File: config.mk
export PLATFORM = sky130hd
export DESIGN_NAME = msk_and_hpc1_stream
export DESIGN_NICKNAME = d
export VERILOG_FILES = /design/src/rtl/msk_and_hpc1_stream.sv
export SDC_FILE = /design/constraint.sdc
export NUM_CORES = 1
export LEC_CHECK = 0
export ABC_AREA = 0
export BUFFER_PORTS_ARGS = -buffer_cell sky130_fd_sc_hd__buf_2
export CAP_MARGIN = 20
export CORE_AREA = 2 2 39 41
export CTS_BUF_LIST = sky130_fd_sc_hd__clkbuf_4
export DETAILED_ROUTE_END_ITERATION = 6
export DIE_AREA = 0 0 41 43
export PLACE_DENSITY = 0.65
export SLEW_MARGIN = 20
export SYNTH_ARGS = -nofsm -noshare
export SYNTH_HDL_FRONTEND = slang
export SYNTH_SLANG_ARGS = --single-unit
File: constraint.sdc
create_clock -name clk -period 1.1 [get_ports clk]
set_input_delay 0.22 -clock clk [delete_from_list [all_inputs] [get_ports clk]]
set_output_delay 0.22 -clock clk [all_outputs]
set_load 0.02 [all_outputs]
File: src/rtl/msk_and_hpc1_stream.sv
// rtl/msk_and_hpc1_stream.sv - two-stage pipelined masked AND (HPC1: SNI refresh + DOM multiply)
//
// Purpose: per lane, takes d-share sharings of a and b and produces a d-share
// sharing of a&b. Stage 1 registers ina together with a pairwise-refreshed inb.
// Stage 2 registers all d*d DOM cross terms, with the off-diagonal ones masked.
// out is the XOR-compression of the stage-2 terms for each share.
//
// Ports:
//   clk, rst          clock, synchronous active-high reset
//   in_valid/in_ready input handshake (ina, inb, rnd_ref sampled on accept)
//   ina, inb          d*nbits sharings, lane i share j at bit i*d+j
//   rnd_ref           refresh randomness, nrnd bits per lane, used on accept
//   rnd_mul           DOM randomness, nrnd bits per lane, used on stage 1->2 move
//   out_valid/out_ready output handshake
//   out               d*nbits sharing of a&b
//   op_count          16-bit wrapping count of output handshakes
//                     (present only with MSKAND_HPC1_STREAM_CNT_EN defined)

module msk_and_hpc1_stream #(
    parameter int d     = 2,
    parameter int nbits = 1,
    localparam int nrnd = d * (d - 1) / 2
) (
    input  logic                  clk,
    input  logic                  rst,
    input  logic                  in_valid,
    output logic                  in_ready,
    input  logic [d*nbits-1:0]    ina,
    input  logic [d*nbits-1:0]    inb,
    input  logic [nrnd*nbits-1:0] rnd_ref,
    input  logic [nrnd*nbits-1:0] rnd_mul,
    output logic                  out_valid,
    input  logic                  out_ready,
`ifdef MSKAND_HPC1_STREAM_CNT_EN
    output logic [15:0]           op_count,
`endif
    output logic [d*nbits-1:0]    out
);

    // Random-bit index of share pair (j,k), j<k, enumerated row by row.
    function automatic int pidx(input int j, input int k);
        return j * d - (j * (j + 1)) / 2 + (k - j - 1);
    endfunction

    logic                   v1_q, v1_d;
    logic                   v2_q, v2_d;
    logic [d*nbits-1:0]     a1_q, a1_d;
    logic [d*nbits-1:0]     b1_q, b1_d;
    // Cross term (lane i, share j of a, share k of b) at bit (i*d+j)*d+k.
    logic [d*d*nbits-1:0]   t_q, t_d;
    logic                   accept;
    logic                   load2;

    assign load2     = v1_q && (!v2_q || out_ready);
    assign in_ready  = !v1_q || !v2_q || out_ready;
    assign accept    = in_valid && in_ready;
    assign out_valid = v2_q;

    always_comb begin
        v1_d = v1_q;
        v2_d = v2_q;
        a1_d = a1_q;
        b1_d = b1_q;
        t_d  = t_q;

        if (accept) begin
            v1_d = 1'b1;
        end else if (load2) begin
            v1_d = 1'b0;
        end

        if (load2) begin
            v2_d = 1'b1;
        end else if (out_ready) begin
            v2_d = 1'b0;
        end

        if (accept) begin
            a1_d = ina;
            b1_d = inb;
            // Each pair's random bit lands on both of its shares, so the
            // refreshed sharing still XORs to b.
            for (int i = 0; i < nbits; i++) begin
                for (int j = 0; j < d; j++) begin
                    for (int k = j + 1; k < d; k++) begin
                        b1_d[i*d+j] = b1_d[i*d+j] ^ rnd_ref[i*nrnd+pidx(j, k)];
                        b1_d[i*d+k] = b1_d[i*d+k] ^ rnd_ref[i*nrnd+pidx(j, k)];
                    end
                end
            end
        end

        if (load2) begin
            for (int i = 0; i < nbits; i++) begin
                for (int j = 0; j < d; j++) begin
                    for (int k = 0; k < d; k++) begin
                        t_d[(i*d+j)*d+k] = a1_q[i*d+j] & b1_q[i*d+k];
                        if (j < k) begin
                            t_d[(i*d+j)*d+k] = t_d[(i*d+j)*d+k] ^ rnd_mul[i*nrnd+pidx(j, k)];
                        end else if (j > k) begin
                            t_d[(i*d+j)*d+k] = t_d[(i*d+j)*d+k] ^ rnd_mul[i*nrnd+pidx(k, j)];
                        end
                    end
                end
            end
        end
    end

    // Domains are only mixed here, after the stage-2 register.
    always_comb begin
        logic acc;
        acc = 1'b0;
        out = '0;
        for (int i = 0; i < nbits; i++) begin
            for (int j = 0; j < d; j++) begin
                acc = 1'b0;
                for (int k = 0; k < d; k++) begin
                    acc = acc ^ t_q[(i*d+j)*d+k];
                end
                out[i*d+j] = acc;
            end
        end
    end

    always_ff @(posedge clk) begin
        if (rst) begin
            v1_q <= 1'b0;
            v2_q <= 1'b0;
            a1_q <= '0;
            b1_q <= '0;
            t_q  <= '0;
        end else begin
            v1_q <= v1_d;
            v2_q <= v2_d;
            a1_q <= a1_d;
            b1_q <= b1_d;
            t_q  <= t_d;
        end
    end

`ifdef MSKAND_HPC1_STREAM_CNT_EN
    logic [15:0] cnt_q, cnt_d;

    always_comb begin
        cnt_d = cnt_q;
        if (v2_q && out_ready) begin
            cnt_d = cnt_q + 16'd1;
        end
    end

    always_ff @(posedge clk) begin
        if (rst) begin
            cnt_q <= 16'd0;
        end else begin
            cnt_q <= cnt_d;
        end
    end

    assign op_count = cnt_q;
`endif

endmodule
After elaboration in Yosys (flattened, before gate mapping) --
Cells that the tools add are included.
Storage, ports and cells: register bits after elaboration 10, input bits 10
Operators by class: multiplexer cells 4, reduce and logical (&&, ||, !) cells 9, bitwise logic cells 10
Operators with widths (number):
- 1-bit bitwise XOR | 6
- 1-bit bitwise AND | 4
- 1-bit two-way mux | 4
- 2-bit nonzero test | 2
- 1-bit logical OR | 3
- 1-bit logical AND | 2
- 1-bit zero test | 2

Depth between registers and ports, before layout --
Gate-level depths: netlist of run 1.
word-level depth 5, depth in mapped cells 4, mapped depth without buffers 3

Worst setup path after synthesis of run 1 --
Ideal clock, no wire load.
path type register to register, start reg v2_q, in the netlist out_valid, end reg b1_q[0], library setup time 125 ps, stages on the path, launching flop included 4, data required time 975 ps, slack -29 ps, arrival time 1004 ps, cell sequence dfxtp_1 > nand3b_2 > a21oi_1 > a211oi_2
Between the ends: word-level cells in the longest chain between the ends 4
Ends and longest elaborated chain:
- start: declaration | RTL line 46 | logic v2_q, v2_d;
- start signal: assignment | RTL line 134 | v2_q <= v2_d;
- 1-bit zero test | RTL line 55 | assign in_ready = !v1_q || !v2_q || out_ready;
- 1-bit logical OR (2 in a row) | RTL line 55
- via in_ready | RTL line 27 | output logic in_ready,
- 1-bit logical AND | RTL line 56 | assign accept = in_valid && in_ready;
- end signal: assignment | RTL line 130 | b1_q <= '0;
- end signal: assignment | RTL line 136 | b1_q <= b1_d;
- end: declaration | RTL line 48 | logic [d*nbits-1:0] b1_q, b1_d;
The timed path passes the listed nets, and every way through them passes these cells. A chain may end at the register's enable or synchronous reset.

Worst setup path after layout of run 1 --
start reg t_q[3], end out out[1]
Between the ends: word-level cells in the longest chain between the ends 1
Ends and longest elaborated chain:
- start: declaration | RTL line 50 | logic [d*d*nbits-1:0] t_q, t_d;
- start signal: assignment | RTL line 137 | t_q <= t_d;
- 1-bit bitwise XOR | RTL line 118 | acc = acc ^ t_q[(i*d+j)*d+k];
- end: declaration | RTL line 37 | output logic [d*nbits-1:0] out
No other way between the ends.

==> metrics.yaml, run 1 <==
setup_path:
  critPathMaxFanout: 2
  path_delay_family: "flip-flops"
  r2r_slack_ps: 60
  timing.critical_path.cells: "xor2_1 -> buf_4"
  end_kind: "output port"
  crit-reg2reg-capture: "a1_q[1]"
  setup.worst_path.class: "reg2out"
  timing.critical_path.slowest_stage_cell: "dfxtp_2"
  cp_num_buf_inv: 1
  crit_path_max_incr_delay_ps: 330
  critPathLaunchType: "flip-flop"
  reg2reg_from: "out_valid"
  worstRegToRegCells: 4
  critical_path_cell_count: 2
  critPathRequiredTime_ps: 880
  cp_data_arrival_time_ps: 910
finish:
  num-fill-cells: 140
  fin_nets: 80
  area_delta_synth_final_pct: 36.8
  final_cell_count_no_fill: 85
  final_util_pct: 47.0
  antennaDiodeCount: 0
  final_layout_size_suffix_gt1_share_pct: 49.3
floorplan:
  num_io_pins: 14
  floorplan_core_area_um2: 1380
  floorplan.initialDensity_pct: 34.4
  die_area_um2: 1760
  die_w_um: 41
  core.rowCount: 14
  die_h_um: 43
global_route:
  grt_usage_pct: 13.8
  globalRoute.totalOverflow: 0
  grt_max_degree: 13
  gr-usage-met1_pct: 14.7
  number_of_global_route_vias_before_repair: 387
  initial_antenna_violation_count: 0
  grt_max_usage_layer: "met2"
  use_met3_pct: 9.42
  groute.layer.met2.usage_pct: 20.3
  grt_pass1_wl_um: 1550
clock_network:
  clk-insertion-delay-late_ps: 270
  clock_sinks: 10
  tritoncts_clock_tree: "yes"
  cts_buffer_depth: 2
  clock-root-buffer: "clkbuf_4"
  cts_hold_buf: 0
  path_clk_slew_ps: 60
  cts.htree.levels: 1
  tritoncts.num_buffers: 3
timing:
  finalCriticalPeriod_ps: 1130
  finalHoldViolCount: 0
  finalClockSkew_ps: 3.72
  max-slew-margin-rel_pct: 85.0
  setup_viol: 2
  worst_slack_ps: -25.6
  setup_repair_after_global_routing_missed_its_margin: "true"
  holdWs_ps: 220
  timing.final.crit_share_pct: 102
  timing.fmax_mhz: 888
  max_slew.worst_pin.slew_ps: 226
  slew_violations: 0
synth:
  ys_warn_count: 0
  yosys_register_bits: 10
  post_synth_num_cell_types: 18
  mappedNetlistNets: 58
  yosys_most_used_dff: "dfxtp_1"
  synth.top_cells.by_count: "10 x dfxtp_1, 8 x a21oi_1, 4 x o21ai_1, 4 x xor2_1"
  synthArstFlopShare_pct: 0
  share_of_synthesized_cell_area_in_and_or_nand_and_nor_gates_pct: 16.8
  synth_compound_gate_area_share_pct: 25.0
  mean_instance_size_in_the_synthesized_netlist_um2: 9.91
  mappedNetlistArea_um2: 475
  combinational_family_with_the_most_area_after_synthesis: "compound AO/OA/AOI/OAI gates"
  synth_largest_area_cell: "dfxtp_1"
  netlist_instances: 48
  yosysTopAreaCellShare_pct: 42.1
  synthXorXnorAreaFrac_pct: 11.1
  synth_enable_flop_cells: 0
  adder_cell_fraction_of_synth_area_pct: 0
  synth.top_cells.by_area: "dfxtp_1 42%, a21oi_1 8.4%, xor2_1 7.4%"
  synth.mux.area_fraction_pct: 0
  post-synth-top-count-cell: "dfxtp_1"
  yosysSeqAreaShare_pct: 42.1
power:
  peakVddDrop_mv: 0.671
  power_density_nw_per_um2: 1220
  leakagePower_nw: 0.290
placed_design:
  post-place-cells: 77
  gpl.final_weighted_congestion: 0.790
  hpwlAfterDp_um: 664
  number_of_port_buffers: 13
routing:
  wirelength_um: 1010
  post_drt_via_cell_ratio: 5.07
  final_antenna_net_count: 0
  drt-wirelength-per-cell_um: 11.9
  drcViolationCount: 0
  route.vias.total: 431
  first_drt_pass_iteration_count: 4
  initialDrtViolationCount: 3
outcome:
  violations: "setup timing"
  run_status: "finished with violations"
min_path:
  holdPathStages: 3
  whs_endpoint: "a1_q[0]"
  hold_class: "in2reg"
  min_from: "ina[0]"
run:
  max-cap-violations: 0
worst reg2reg max path, delay by kind of cell, from the launching register on:
kind	cells	cell delay [ps]
AO/OA/AOI/OAI	2	260
flip-flops	1	350
buffers and inverters	1	140
AND/OR/NAND/NOR	1	180
repair_timing:
item,in CTS,in global routing
gates resized for setup,11,1
endpoints found under the setup margin,4,4
gates cloned,0,0
setup buffers,4,0
pin swaps,1,1
report_power, final:
group	switching, mW	internal (mW)	total [mW]
sequential	0.0165	0.384	0.400
combinational	0.0681	0.0678	0.136
clock	0.127	0.131	0.258
total	0.212	0.583	0.794
final cells by class:
| class | count | area (um^2) | area share, % |
|---|---|---|---|
| inverter | 2 | 7.51 | 1.15 |
| timing repair buffer | 19 | 121 | 18.7 |
| clock inverter | 1 | 3.75 | 0.577 |
| sequential | 10 | 210 | 32.3 |
| multi-input combinational | 34 | 265 | 40.8 |
| tap | 16 | 20.0 | 3.08 |
| clock buffer | 3 | 22.5 | 3.46 |
routing by layer:
layer / up-vias / part of all wire, %
met5: - / 0
met4: 0 / 0.99
met3: 2 / 5.2
met2: 11 / 51
met1: 201 / 42
li1: 217 / -
stage by stage:
| stage | setup slack (ps) | TNS, ps | power (mW) | cell area [um^2] |
|---|---|---|---|---|
| finish | -25.6 | -29.5 | 0.794 | 651 |
| detailed placement | 150 | 0 | 0.529 | 568 |
| CTS | -15.9 | -29.6 | 0.802 | 646 |
| floorplan | 30.0 | 0 | 0.487 | 484 |
| global route | -106 | -203 | 0.842 | 651 |
| global placement | 157 | 0 | 0.527 | 568 |
cell usage in the layout (no fill, tap or decap), types with 2 or more instances in the layout:
master / Yosys / layout
a211oi_2: 2 / 2
a21oi_1: 8 / 8
a311oi_1: 2 / 2
buf_2: 1 / 10
buf_4: 0 / 8
clkbuf_4: 0 / 3
dfxtp_1: 10 / 4
dfxtp_2: 0 / 5
inv_1: 2 / 2
nand2_1: 2 / 2
nand2b_1: 2 / 2
nand4_1: 2 / 2
nand4b_1: 2 / 2
o21ai_1: 4 / 4
xnor2_1: 2 / 2
xor2_1: 4 / 4
cells by family (layout without fill, tap and decap cells):
family,after synthesis,in the layout
buf+inv,4,25
flops,10,10
simple gates,11,11
compound gates,17,17
xor+xnor,6,6
sequential cells by signal, indices dropped and copies added, names as in the netlist:
signal     flops
t_q            4
a1_q           2
b1_q           2
out_valid      1
v1_q           1
worst max path at each step:
stage | startpoint | end | slack (ps)
final | t_q[3] | out[1] | -30
after global routing | t_q[2] | out[1] | -110
after CTS | t_q[3] | out[1] | -20
after detailed placement | out_valid | b1_q[1] | 150
after global placement | v1_q | t_q[3] | 160
after floorplan | out_valid | b1_q[0] | 30
Note: power is estimated with default switching activity, not from simulation.
==> inputs of run 2 (changes only) <==
ABC_AREA = 1   (was 0)
REMOVE_ABC_BUFFERS = 1   (was unset)
==> run 2 against run 1 <==
The run still ends with setup timing left. Global-route usage down 0.71 points. Worst setup slack improved by 18 ps. Die area stayed put. Non-clock buffer count down 4. Sequential cell count is the same. Count of clock-buffer cells in the layout unchanged. Clock power decreased by 4%. Critical path type unchanged. Fmax rose by 1.7%. Largest cell class unchanged.
==> metrics.yaml, run 2 <==
outcome:
  run_status: "finished with violations"
  violations: "setup timing"
floorplan:
  die_w_um: 41
  floorplan_core_area_um2: 1380
  die_h_um: 43
  die_area_um2: 1760
  num_io_pins: 14
  floorplan.initialDensity_pct: 34.9
  core.rowCount: 14
setup_path:
  critPathRequiredTime_ps: 880
  critPathMaxFanout: 2
  setup.worst_path.end: "out[1]"
  reg2reg_from: "v1_q"
  critPathLaunchType: "flip-flop"
  worstRegToRegCells: 6
  crit_path_max_incr_delay_ps: 320
  r2r_slack_ps: 170
  end_kind: "output port"
  timing.critical_path.cells: "xor2_1 -> buf_4"
  crit-reg2reg-capture: "t_q[0]"
  cp_data_arrival_time_ps: 890
  timing.critical_path.slowest_stage_cell: "dfxtp_2"
  setup.worst_path.class: "reg2out"
  worst_setup_path_startpoint: "t_q[3]"
finish:
  final_cell_mix: "25 x nand2_1, 10 x inv_1, 10 x nor2_1, 10 x buf_2, 8 x a21oi_1"
  largest_register: "t_q"
  layout.area.seq_um2: 210
  num-fill-cells: 149
  largest_register_ff_count: 4
  biggestRegsByFlops: "t_q: 4 flops, a1_q: 2 flops, b1_q: 2 flops"
  area_delta_synth_final_pct: 30.3
  multi_input_comb_area_um2: 248
  layout_commonest_cell: "nand2_1"
  final_util_pct: 45.5
  final_layout_size_suffix_gt1_share_pct: 28.6
  fin_nets: 103
  antennaDiodeCount: 0
synth:
  synth.top_cells.by_area: "dfxtp_1 41%, nand2_1 19%, a21oi_1 8.3%"
  synthXorXnorAreaFrac_pct: 3.63
  post_synth_num_cell_types: 11
  yosys_most_used_dff: "dfxtp_1"
  ys_warn_count: 0
  share_of_synthesized_cell_area_in_and_or_nand_and_nor_gates_pct: 37.8
  post-synth-top-count-cell: "nand2_1"
  mappedNetlistArea_um2: 483
  synth.mux.area_fraction_pct: 0
  yosysSeqAreaShare_pct: 41.5
  synth.top_cells.by_count: "25 x nand2_1, 10 x dfxtp_1, 10 x inv_1, 10 x nor2_1, 8 x a21oi_1"
  mean_instance_size_in_the_synthesized_netlist_um2: 6.53
  yosys_register_bits: 10
  synthArstFlopShare_pct: 0
  synth_enable_flop_cells: 0
  netlist_instances: 74
  synth_largest_area_cell: "dfxtp_1"
  synth_compound_gate_area_share_pct: 8.29
  adder_cell_fraction_of_synth_area_pct: 0
  combinational_family_with_the_most_area_after_synthesis: "simple AND/OR/NAND/NOR gates"
  yosysTopAreaCellShare_pct: 41.5
clock_network:
  path_clk_slew_ps: 60
  cts_hold_buf: 0
  cts_buffer_depth: 2
  clock_sinks: 10
  clock-root-buffer: "clkbuf_4"
  cts.htree.levels: 1
  clk-insertion-delay-late_ps: 270
  tritoncts.num_buffers: 3
  tritoncts_clock_tree: "yes"
routing:
  post_drt_via_cell_ratio: 4.53
  drcViolationCount: 0
  initialDrtViolationCount: 6
  final_antenna_net_count: 0
  first_drt_pass_iteration_count: 4
  drt-wirelength-per-cell_um: 8.98
  wirelength_um: 961
  route.vias.total: 485
power:
  power_density_nw_per_um2: 1270
  leakagePower_nw: 0.338
  p_total_mw: 0.799
  peakVddDrop_mv: 0.506
timing:
  timing.fmax_mhz: 903
  setup_viol: 2
  finalCriticalPeriod_ps: 1110
  timing.final.crit_share_pct: 101
  worst_slack_ps: -7.18
  max-slew-margin-rel_pct: 83.2
  holdWs_ps: 126
  slew_violations: 0
  finalHoldViolCount: 0
  max_slew.worst_pin.slew_ps: 252
  setup_repair_after_global_routing_missed_its_margin: "true"
  finalClockSkew_ps: 6.43
run:
  max-cap-violations: 0
placed_design:
  place_worst_setup_slack_ps: 84.8
  number_of_port_buffers: 13
  hpwlAfterDp_um: 663
  gpl.final_weighted_congestion: 0.701
global_route:
  globalRoute.totalOverflow: 0
  grt_max_degree: 10
  grt_usage_pct: 13.1
  number_of_global_route_vias_before_repair: 398
  initial_antenna_violation_count: 0
  grt_pass1_wl_um: 1460
min_path:
  hold_class: "in2reg"
  min_from: "rst"
run 2: changes by cell type after synthesis, sizes merged, moves of 3 or more:
cell | previous run | this run
nor2 | 0 | 10
nand3 | 0 | 5
nand2b | 3 | 0
inv | 2 | 10
o21ai | 4 | 0
nand2 | 2 | 26
run 2: worst min-delay path by stage:
stage,to,cells past startpoint
3_5_place_dp,out_valid,2
5_1_grt,out_valid,2
6_report,out_valid,2
3_3_place_gp,out_valid,2
2_1_floorplan,out_valid,1
4_1_cts,out_valid,2
run 2: cell families after synthesis:
group	after synthesis
AND/OR/NAND/NOR	43
buffers and inverters	11
XOR/XNOR	2
flip-flops	10
AO/OA/AOI/OAI	8
run 2: worst max-delay path: cells and delay by family (launching register included):
kind	cells	cell delay (ps)
buffers and inverters	1	150
DFF	1	320
xor gates and xnor gates	1	150
run 2: power breakdown:
part / switching [mW] / total [mW] / internal, mW
Combinational: 0.0776 / 0.141 / 0.0634
Sequential: 0.0215 / 0.411 / 0.390
Clock: 0.120 / 0.247 / 0.126
Total: 0.220 / 0.799 / 0.579
run 2: final cells by class:
type | count | area share, %
multi-input cells | 53 | 39.4
flip-flops and latches | 10 | 33.4
repair buffers | 15 | 14.5
inverters | 10 | 5.96
clock buffers | 3 | 3.58
well taps | 16 | 3.18
run 2: repair_timing:
item,in CTS,in global routing
buffers inserted,1,1
cloned,0,0
gates resized for setup,10,2
pin swaps,3,1
endpoints found under the setup margin,3,3
hold endpoints to repair,0,0
run 2: routing by layer:
metal | track usage (%) | share of wire (%) | routed length [um]
met1 | 12.7 | 42 | 399
met2 | 19.7 | 47 | 454
met3 | 3.66 | 6.8 | 65
met4 | 14.0 | 4.4 | 42
met5 | 0 | 0 | 0
run 2: stage by stage:
stage / TNS [ps] / area [um^2] / std cells
after CTS: -28.8 / 616 / 106
after global placement: 0 / 563 / 102
after floorplan: 0 / 478 / 73
after global routing: -154 / 629 / 107
final: -7.50 / 629 / 107
after detailed placement: 0 / 563 / 102
==> inputs of run 3 (changes only) <==
ABC_AREA = unset   (was 1)
==> run 3 against run 2 <==
Critical endpoint unchanged. Power fell by 4.9%. The run now ends clean. First-iteration DRC count down 17%. Register-to-register slack worse by 40 ps. Wire length is 6.8% lower. Largest cell class unchanged. Non-clock buffer count rose by 2. Combinational power is 12% lower. Fmax grew 1.3%. Final cell count is 23% lower. Global-route usage is 0.38 points lower. Utilization unchanged. Via count fell by 18%.
==> metrics.yaml, run 3 (same netlist as run 1, synthesis figures left out) <==
outcome:
  run_status: "complete, no violations"
finish:
  final_cell_count_no_fill: 82
  num-fill-cells: 143
  biggestRegsByFlops: "t_q: 4 flops, a1_q: 2 flops, b1_q: 2 flops"
  fin_nets: 78
  layout.cell_area.non_filler_um2: 629
  final_util_pct: 45.5
  layout_commonest_cell: "buf_2"
  multi_input_comb_area_um2: 260
  layout.area.seq_um2: 213
  antennaDiodeCount: 0
  area_delta_synth_final_pct: 32.4
  final_layout_size_suffix_gt1_share_pct: 48.5
  largest_register_ff_count: 4
  largest_register: "t_q"
  final_cell_mix: "10 x buf_2, 8 x a21oi_1, 6 x buf_4"
timing:
  setup_repair_after_global_routing_missed_its_margin: "true"
  slew_violations: 0
  setup-tns-final_ps: 0
  finalCriticalPeriod_ps: 1090
  finalClockSkew_ps: 2.85
  timing.final.crit_share_pct: 99.4
  holdWs_ps: 225
  timing.fmax_mhz: 915
  setup_viol: 0
  finalHoldViolCount: 0
  max-slew-margin-rel_pct: 85.8
  worst_slack_ps: 7.14
  max_slew.worst_pin.slew_ps: 212
floorplan:
  core.rowCount: 14
  die_h_um: 43
  num_io_pins: 14
  floorplan.initialDensity_pct: 34.4
  floorplan_core_area_um2: 1380
  die_w_um: 41
  die_area_um2: 1760
routing:
  final_antenna_net_count: 0
  drcViolationCount: 0
  initialDrtViolationCount: 5
  post_drt_via_cell_ratio: 4.83
  wirelength_um: 896
  drt-wirelength-per-cell_um: 10.9
  first_drt_pass_iteration_count: 3
  route.vias.total: 396
global_route:
  number_of_global_route_vias_before_repair: 367
  grt_pass1_wl_um: 1500
  globalRoute.totalOverflow: 0
  grt_usage_pct: 12.7
  grt_max_degree: 13
  initial_antenna_violation_count: 0
run:
  max-cap-violations: 0
clock_network:
  clock-root-buffer: "clkbuf_4"
  tritoncts.num_buffers: 3
  tritoncts_clock_tree: "yes"
  cts_buffer_depth: 2
  cts_hold_buf: 0
  cts.htree.levels: 1
  clk-insertion-delay-late_ps: 250
  clock_sinks: 10
  path_clk_slew_ps: 60
power:
  power_density_nw_per_um2: 1210
  leakagePower_nw: 0.274
  p_total_mw: 0.759
  peakVddDrop_mv: 0.562
min_path:
  holdPathStages: 3
  hold_class: "in2reg"
setup_path:
  critPathMaxFanout: 2
  cp_data_arrival_time_ps: 870
  setup.worst_path.class: "reg2out"
  worstRegToRegCells: 4
  critPathLaunchType: "flip-flop"
  end_kind: "output port"
  critPathRequiredTime_ps: 880
placed_design:
  post-place-cells: 77
  number_of_port_buffers: 13
  placedInstanceArea_um2: 559
  hpwlAfterDp_um: 645
  gpl.final_weighted_congestion: 0.677
  place_worst_setup_slack_ps: 106
run 3: worst paths after layout:
| check | startpoint | end | slack, ps |
|---|---|---|---|
| max | t_q[2] | out[1] | 7 |
| min | ina[0] | a1_q[0] | 220 |
| max reg2reg | out_valid | b1_q[1] | 130 |
| min reg2reg | a1_q[1] | a1_q[1] | 480 |
run 3: where the power goes:
| part | switching, mW | total (mW) | leakage [nW] | internal, mW |
|---|---|---|---|---|
| registers | 0.0184 | 0.401 | 0.0853 | 0.383 |
| clock network | 0.109 | 0.235 | 0.0138 | 0.126 |
| logic | 0.0621 | 0.124 | 0.174 | 0.0617 |
run 3: layout make-up:
cell class | instances | share of cell area (%)
well taps | 16 | 3.18
clock buffers | 3 | 3.58
repair buffers | 17 | 16.9
multi-input cells | 34 | 41.4
flip-flops and latches | 10 | 33.8
inverters | 2 | 1.19
run 3: critical path, stage by stage (launching register included):
cell and delay, ps:
dfxtp_2 320, xor2_1 150, buf_4 150
run 3: timing repair:
action,in CTS,in global routing
resized for setup,12,1
setup endpoints to repair,3,3
buffers inserted,1,1
pin swaps,1,1
run 3: metal layers:
metal  vias to the layer above  part of all wire [%]  wire, um  track usage, %
li1                        211                     -         -               -
met1                       171                    44       396            15.4
met2                        12                    47       425            17.8
met3                         2                   6.9        62            3.66
met4                         0                   1.3        12            10.0
met5                         -                     0         0               0
